--- config.mk ---
export PLATFORM = sky130hd
export DESIGN_NAME = rob_commit_unit
export DESIGN_NICKNAME = d
export VERILOG_FILES = /design/src/rtl/rob_commit_unit_pkg.sv /design/src/rtl/rob_retire_select.sv /design/src/rtl/rob_commit_unit.sv
export SDC_FILE = /design/constraint.sdc
export NUM_CORES = 2
export LEC_CHECK = 0
export ABC_CLOCK_PERIOD_IN_PS = 53700
export BUFFER_PORTS_ARGS = -buffer_cell sky130_fd_sc_hd__buf_4
export CAP_MARGIN = 20
export CORE_AREA = 2 2 457 459
export CTS_BUF_LIST = sky130_fd_sc_hd__clkbuf_8
export CTS_CLUSTER_DIAMETER = 200
export DETAILED_ROUTE_END_ITERATION = 12
export DIE_AREA = 0 0 459 461
export GPL_TIMING_DRIVEN = 0
export HOLD_SLACK_MARGIN = 0.05
export PLACE_DENSITY_LB_ADDON = 0.05
export SYNTH_ARGS = -nofsm -noshare
export SYNTH_HDL_FRONTEND = slang
export SYNTH_SLANG_ARGS = --single-unit
--- constraint.sdc ---
create_clock -name clk -period 53.7 [get_ports clk]
set_input_delay 10.74 -clock clk [delete_from_list [all_inputs] [get_ports clk]]
set_output_delay 10.74 -clock clk [all_outputs]
set_load 0.01 [all_outputs]
--- src/rtl/rob_commit_unit_pkg.sv ---
// Shared types for the reorder buffer slice.
// Entry status flags and the retire-readiness rule.
package rob_commit_unit_pkg;

  typedef struct packed {
    logic valid;
    logic done;
    logic spec;
  } ent_flags_t;

  function automatic logic ent_ready(ent_flags_t f);
    return f.valid & f.done & ~f.spec;
  endfunction

endpackage

--- src/rtl/rob_retire_select.sv ---
// Picks the oldest run of retire-ready entries in the head window.
// The mask is a prefix-AND, so the count equals its popcount.
module rob_retire_select
  import rob_commit_unit_pkg::*;
#(
  parameter int COMMIT_W = 2,
  parameter int PTR_W    = 4
) (
  input  ent_flags_t [COMMIT_W-1:0] win,
  input  logic [PTR_W:0]            count,
  output logic [COMMIT_W-1:0]       mask,
  output logic [2:0]                n_ret
);

  always_comb begin
    logic run;
    run   = 1'b1;
    mask  = '0;
    n_ret = '0;
    for (int k = 0; k < COMMIT_W; k++) begin
      run = run & ent_ready(win[k])
                & (count > (PTR_W+1)'(k));
      mask[k] = run;
      n_ret   = n_ret + {2'b00, run};
    end
  end

endmodule

--- src/rtl/rob_commit_unit.sv ---
// Circular reorder buffer with in-order retirement
// into an internal architectural register file.
module rob_commit_unit
  import rob_commit_unit_pkg::*;
#(
  parameter int DEPTH     = 16,
  parameter int PTR_W     = 4,
  parameter int COMMIT_W  = 2,
  parameter int ARCH_REGS = 32,
  parameter int REG_W     = 5,
  parameter int ISS_W     = 8,
  parameter int DATA_W    = 32
) (
  input  logic                          clk,
  input  logic                          reset,
  input  logic                          alloc_valid,
  output logic                          alloc_ready,
  input  logic [REG_W-1:0]              alloc_dest,
  input  logic [ISS_W-1:0]              alloc_iss_id,
  input  logic                          alloc_spec,
  output logic [PTR_W-1:0]              alloc_idx,
  input  logic                          cdb_valid,
  input  logic [PTR_W-1:0]              cdb_idx,
  input  logic [ISS_W-1:0]              cdb_iss_id,
  input  logic [DATA_W-1:0]             cdb_data,
  input  logic                          br_resolve,
  input  logic                          br_mispredict,
  output logic [COMMIT_W-1:0]           retire_valid,
  output logic [COMMIT_W*REG_W-1:0]     retire_dest,
  output logic [COMMIT_W*DATA_W-1:0]    retire_data,
  output logic [ARCH_REGS*DATA_W-1:0]   retired_regs_o,
  output logic [PTR_W:0]                count,
  output logic                          full,
  output logic                          empty
);

  logic [PTR_W:0]       head, tail, spec_start;
  logic                 spec_active;
  logic [DEPTH-1:0]     e_valid, e_done, e_spec;
  logic [REG_W-1:0]     e_dest [DEPTH];
  logic [ISS_W-1:0]     e_iss  [DEPTH];
  logic [DATA_W-1:0]    e_data [DEPTH];
  logic [DATA_W-1:0]    regs   [ARCH_REGS];

  logic                 flush, alloc_fire, cdb_hit;
  ent_flags_t [COMMIT_W-1:0] win;
  logic [PTR_W-1:0]     w_idx [COMMIT_W];
  logic [COMMIT_W-1:0]  ret_mask;
  logic [2:0]           n_ret;

  // Wrap bit in the MSB distinguishes full from empty.
  assign count = tail - head;
  assign empty = (head == tail);
  assign full  = (head[PTR_W-1:0] == tail[PTR_W-1:0])
              && (head[PTR_W] != tail[PTR_W]);

  assign flush       = br_resolve && br_mispredict && spec_active;
  assign alloc_ready = !full && !(br_resolve && br_mispredict);
  assign alloc_fire  = alloc_valid && alloc_ready;
  assign alloc_idx   = tail[PTR_W-1:0];

  assign cdb_hit = cdb_valid && e_valid[cdb_idx]
                && (e_iss[cdb_idx] == cdb_iss_id)
                && !(flush && e_spec[cdb_idx]);

  always_comb begin
    for (int k = 0; k < COMMIT_W; k++) begin
      w_idx[k]      = head[PTR_W-1:0] + PTR_W'(k);
      win[k].valid  = e_valid[w_idx[k]];
      win[k].done   = e_done[w_idx[k]];
      win[k].spec   = e_spec[w_idx[k]];
    end
  end

  rob_retire_select #(
    .COMMIT_W (COMMIT_W),
    .PTR_W    (PTR_W)
  ) u_sel (
    .win   (win),
    .count (count),
    .mask  (ret_mask),
    .n_ret (n_ret)
  );

  always_ff @(posedge clk or posedge reset) begin
    if (reset) begin
      head         <= '0;
      tail         <= '0;
      spec_start   <= '0;
      spec_active  <= 1'b0;
      e_valid      <= '0;
      e_done       <= '0;
      e_spec       <= '0;
      retire_valid <= '0;
      retire_dest  <= '0;
      retire_data  <= '0;
      for (int r = 0; r < ARCH_REGS; r++)
        regs[r] <= '0;
    end else begin
      if (br_resolve && !br_mispredict) begin
        e_spec      <= '0;
        spec_active <= 1'b0;
      end
      if (flush) begin
        e_valid     <= e_valid & ~e_spec;
        e_done      <= e_done & ~e_spec;
        e_spec      <= '0;
        tail        <= spec_start;
        spec_active <= 1'b0;
      end
      if (cdb_hit)
        e_done[cdb_idx] <= 1'b1;

      // Ascending slot order lets the younger write win.
      retire_valid <= ret_mask;
      for (int k = 0; k < COMMIT_W; k++) begin
        retire_dest[k*REG_W +: REG_W]    <= e_dest[w_idx[k]];
        retire_data[k*DATA_W +: DATA_W]  <= e_data[w_idx[k]];
        if (ret_mask[k]) begin
          e_valid[w_idx[k]] <= 1'b0;
          e_done[w_idx[k]]  <= 1'b0;
          if (e_dest[w_idx[k]] != '0)
            regs[e_dest[w_idx[k]]] <= e_data[w_idx[k]];
        end
      end
      head <= head + (PTR_W+1)'(n_ret);

      if (alloc_fire) begin
        e_valid[alloc_idx] <= 1'b1;
        e_done[alloc_idx]  <= 1'b0;
        e_spec[alloc_idx]  <= alloc_spec;
        tail               <= tail + (PTR_W+1)'(1);
        if (alloc_spec && (!spec_active || br_resolve)) begin
          spec_start  <= tail;
          spec_active <= 1'b1;
        end
      end
    end
  end

  always_ff @(posedge clk) begin
    if (alloc_fire) begin
      e_dest[alloc_idx] <= alloc_dest;
      e_iss[alloc_idx]  <= alloc_iss_id;
    end
    if (cdb_hit)
      e_data[cdb_idx] <= cdb_data;
  end

  always_comb begin
    for (int r = 0; r < ARCH_REGS; r++)
      retired_regs_o[(ARCH_REGS-1-r)*DATA_W +: DATA_W] = regs[r];
  end

endmodule

# == Word level (Yosys, flattened, before mapping) ==
# Memories as Yosys holds them, arrays and structs flattened.
# Cells that the tools add are included.
# op_classes
n_lt_le_gt_ge,14
add_sub_neg,5
mux,57
n_bitwise,24
eq_ne,4
n_reduce_logical,27
# op_table
op,n
1024-bit 2-to-1 mux,4
1024-bit bitwise mux,2
32-bit demux with 5-bit select,2
16-bit 2-to-1 mux,12
16-bit AND,7
32-bit 2-to-1 mux,2
16-bit NOT,4
1-bit binary-select mux with 4-bit select,8
16-bit bitwise OR,2
4-bit by 5-bit less-than comparator with 1-bit output (second input constant),4
1-bit 2-to-1 mux,20
1-bit logical AND,17
16-bit bitwise mux,1
1-bit demux with 4-bit select,4
4-bit by 1-bit >= comparator with 1-bit output (second input constant),4
6-bit >= comparator (second input constant),2
6-bit by 1-bit less-than comparator with 1-bit output (second input constant),2
5-bit NOT with 6-bit output,2
5-bit by 1-bit greater-than comparator with 1-bit output (second input constant),2
5-bit 2-to-1 mux,2
5-bit nonzero test,2
8-bit equality test,1
1-bit AND,7
5-bit by 1-bit adder with 5-bit output (second input constant),1
other kinds (12),17
# totals
input_bits,64
n_memories,3
register_bits,1164
ram_bits,720
# mem_list
name,words,width,read_ports,rd_clocked_by_memory_dff,write_ports,line,text
e_data,16,32,2,0,1,rob_commit_unit.sv:42,logic [DATA_W-1:0] e_data [DEPTH];
e_iss,16,8,1,0,1,rob_commit_unit.sv:41,logic [ISS_W-1:0] e_iss [DEPTH];
e_dest,16,5,2,0,1,rob_commit_unit.sv:40,logic [REG_W-1:0] e_dest [DEPTH];

# == Logic depth before layout (Yosys ltp) ==
# logic_depth
ltp_word,12
ltp_mapped,27
ltp_nobuf,16

# == By module ==
# From an unflattened synthesis, not the netlist that was laid out.
# hier_totals
cells_unflattened,6852
hier_area_um2,85204.2
# modules_own_cells
module,seq_area_each_um2,cells_per_inst,instances,area_per_inst_um2
rob_commit_unit,50748.7,6843,1,85114.1
rob_retire_select,0.0,9,1,90.1

# == Least setup slack after synthesis ==
# OpenSTA, ideal clock, no wires.
# synth_path
path_kind,input port to output port
from,input br_resolve
to,output alloc_ready
cell_stages,1
slack_ps,31964
n_path_buf,0
arrival_ps,10996
t_required_ps,42960
path_cell_list,a2bb2oi_1
# synth_via
elab_chain_cells,3
# synth_rtl
item,line,text
start: declaration,rob_commit_unit.sv:26,"input logic br_resolve,"
1-bit logical AND,rob_commit_unit.sv:58,assign alloc_ready = !full && !(br_resolve && br_mispredict);
1-bit zero test,rob_commit_unit.sv:58,
1-bit logical AND,rob_commit_unit.sv:58,
end: declaration,rob_commit_unit.sv:17,"output logic alloc_ready,"
# Every way passes these cells.

# == Worst setup path after layout ==
# Same ends and word-level chain as after synthesis.

==> summary.txt <==
cells after synthesis - 6,192
DRT Pass-1 Iters - 8
slew at the pin closest to its max-slew limit - 1.36 ns
endpoint class of the critical path - output port
Starting Density - 0.419
die area - 212,000 µm²
share of layout cells above drive strength 1 - 0.318
top cells by area, synth - dfrtp_1 34%, edfxtp_1 25%, mux2i_1 13%
Seq pwr share - 0.451
sequential share of the synthesized area - 0.587
syn_nets - 6,275
Final Slew Violations - 0
Psw - 1060 µW
CP max FO - 5
Layout Cells excl Fill - 10,800
CP arrival - 11.19 ns
top cell type by total area after synthesis - dfrtp_1
Hold-fix buffers, CTS - 0
Root Driver - clkbuf_8
Placement Setup Slack - 31.77 ns
Post-synth EDFFs - 720
WP data required - 42.96 ns
fin crit share - 0.408
IO Pins - 1,176
initial antenna violation count - 33
Final WS setup - 31.77 ns
hpwl dp - 349,000 µm
DR WL/cell - 43.4 µm
RR Startpoint - head[1]
Post-Syn Area per Cell - 14.0 µm²
max cap viols - 0
dominant synthesized flop cell - dfrtp_1
Placed Cells - 10,200
I/O Buffers - 1,170
Synth-to-Final Area Change - 23.9%
Pint - 2380 µW
DR vias/cell - 6.41
number of global-route vias before repair - 65,700
Yosys cell types - 72
most common cell after layout, fill and taps aside - buf_4
routed vias - 69,200
remaining antenna violation count after routing - 0
crit path capture - alloc_ready
CP Launch Type - input pin
Hold Vio Cnt, Final - 0
CTS Sinks - 1,884
Post-synth ARST share - 0.618
status - complete, no violations
grt ovf - 0
IR Drop Worst-Case VDD - 0.0302 mV
# fillers - 18,200
register bit total from synthesis - 1,884
Setup TNS Final - 0 ns
RSZ-0062 raised after global routing - no
crit path launch - br_resolve
largest net degree at the start of global routing - 125
clock skew - 0.0730 ns
row count - 167
commonest non-fill, non-tap cells in the layout - 1,231 x buf_4, 1,164 x dfrtp_1, 1,131 x mux2i_1, 1,006 x nand2_1, 720 x edfxtp_1
critical path class - input pin to output port
First DRT Iteration DRCs - 9,496
Worst Reg-to-Reg Cells - 25
LEAKAGE - 0.0477 µW
htree depth - 5
CTS tree - built
count of final setup violators - 0
die width - 459 µm
clk_lat worst skew - 1.12 ns
Final Critical Period - 21.93 ns
Worst-path clk slew - 0.05 ns
Yosys warning total - 0
worst hold path type - flip-flop to flip-flop
PwrDens - 32.2 nW/µm²
CTS Buf Count - 350
Placer Congestion - 1.00
DRC viols - 0
Tot GR Track Use - 0.433
Clk pwr share - 0.382
# resized after CTS - 0
Worst R2R End - head[4]
fin nets - 7,909
post-synth top area share - 0.337
WL final - 469,000 µm
fmax - 45.6 MHz
Core ar. - 206,000 µm²
r2r setup slk - 43.42 ns
slew margin rel. - 0.0963
hold depth - 1
post-CTS setup buffers - 0
Die Ht - 461 µm
sw frac - 0.309
Max Root-Sink Buffers - 4
first-pass GRT wire length - 613,000 µm
Comb pwr share - 0.166
mapped cell area - 86,400 µm²
-- per-stage QoR --
step	total power, µW	hold slack [ns]	utilization	instance area [µm²]
after floorplan	1850	0.463	-	86400
after global placement	2110	0.441	0.478	98600
after detailed placement	2140	0.449	0.487	101000
after CTS	3440	0.462	0.518	107000
after global routing	3530	0.478	0.519	107000
final	3450	0.456	0.519	107000
-- routing by layer --
metal | vias to the layer above | track usage | wire [µm]
li1 | 26700 | - | -
met1 | 36200 | 0.532 | 170000
met2 | 4915 | 0.642 | 205000
met3 | 1342 | 0.128 | 49500
met4 | 16 | 0.336 | 44700
met5 | - | 0 | 115
-- layout make-up --
cell class                      count  area (µm²)  share of cell area
Antenna cell                       22        55.1            0.000514
Inverter                           75         290             0.00271
Buffer                            646        3290              0.0307
Clock buffer                      401        5520              0.0515
Sequential cell                  1884       50700               0.474
Multi-Input combinational cell   3587       32300               0.301
Timing Repair Buffer             1282       10700               0.100
Tap cell                         2704        3380              0.0316
Clock inverter                    202         813             0.00759
-- power by group through the flow --
stage	Clock, µW	Combinational (µW)	Sequential (µW)
2_1_floorplan	0	272	1580
5_1_grt	1390	582	1560
4_1_cts	1320	560	1550
3_3_place_gp	0	525	1580
6_report	1320	573	1550
3_5_place_dp	0	559	1580
-- worst min path at each step --
stage,end,start,slack [ns]
after floorplan,tail[3],spec_start[3],0.46
after global placement,retired_regs_o[1017],retired_regs_o[1017],0.44
after detailed placement,retired_regs_o[1000],retired_regs_o[1000],0.45
after CTS,retired_regs_o[1000],retired_regs_o[1000],0.46
after global routing,retired_regs_o[992],retired_regs_o[992],0.48
final,retired_regs_o[992],retired_regs_o[992],0.46
-- sequential cells by signal, indices dropped and copies added, names as in the netlist, 10 cells and up --
name,count
e_done,16
retire_data,64
e_dest,80
retire_dest,10
e_spec,16
e_data,512
retired_regs_o,1024
e_valid,16
e_iss,128
-- cell usage after synthesis, types with 36 or more instances --
cell type / count
a22oi_1: 108
a32oi_1: 357
buf_2: 242
buf_4: 54
buf_6: 38
clkbuf_1: 280
dfrtp_1: 1164
edfxtp_1: 720
inv_1: 71
mux2i_1: 1131
mux4_2: 387
nand2_1: 1006
nand3_1: 61
nand4_1: 43
nor2_1: 82
nor3_1: 37
o21ai_0: 36
-- cell families after synthesis --
| family | after synthesis | share of synthesized area |
|---|---|---|
| multiplexers | 1532 | 0.235 |
| flip-flops | 1884 | 0.587 |
| buffers and inverters | 721 | 0.0413 |
| XOR/XNOR | 19 | 0.00210 |
| AO/OA/AOI/OAI | 660 | 0.0614 |
| AND/OR/NAND/NOR | 1357 | 0.0702 |
| adder cells (fa/ha/maj) | 19 | 0.00292 |
-- critical path, stage by stage --
cell       delay [ns]
buf_4            0.13
a2bb2oi_1        0.17
buf_4            0.15
Power figures use the tool's default switching activity.
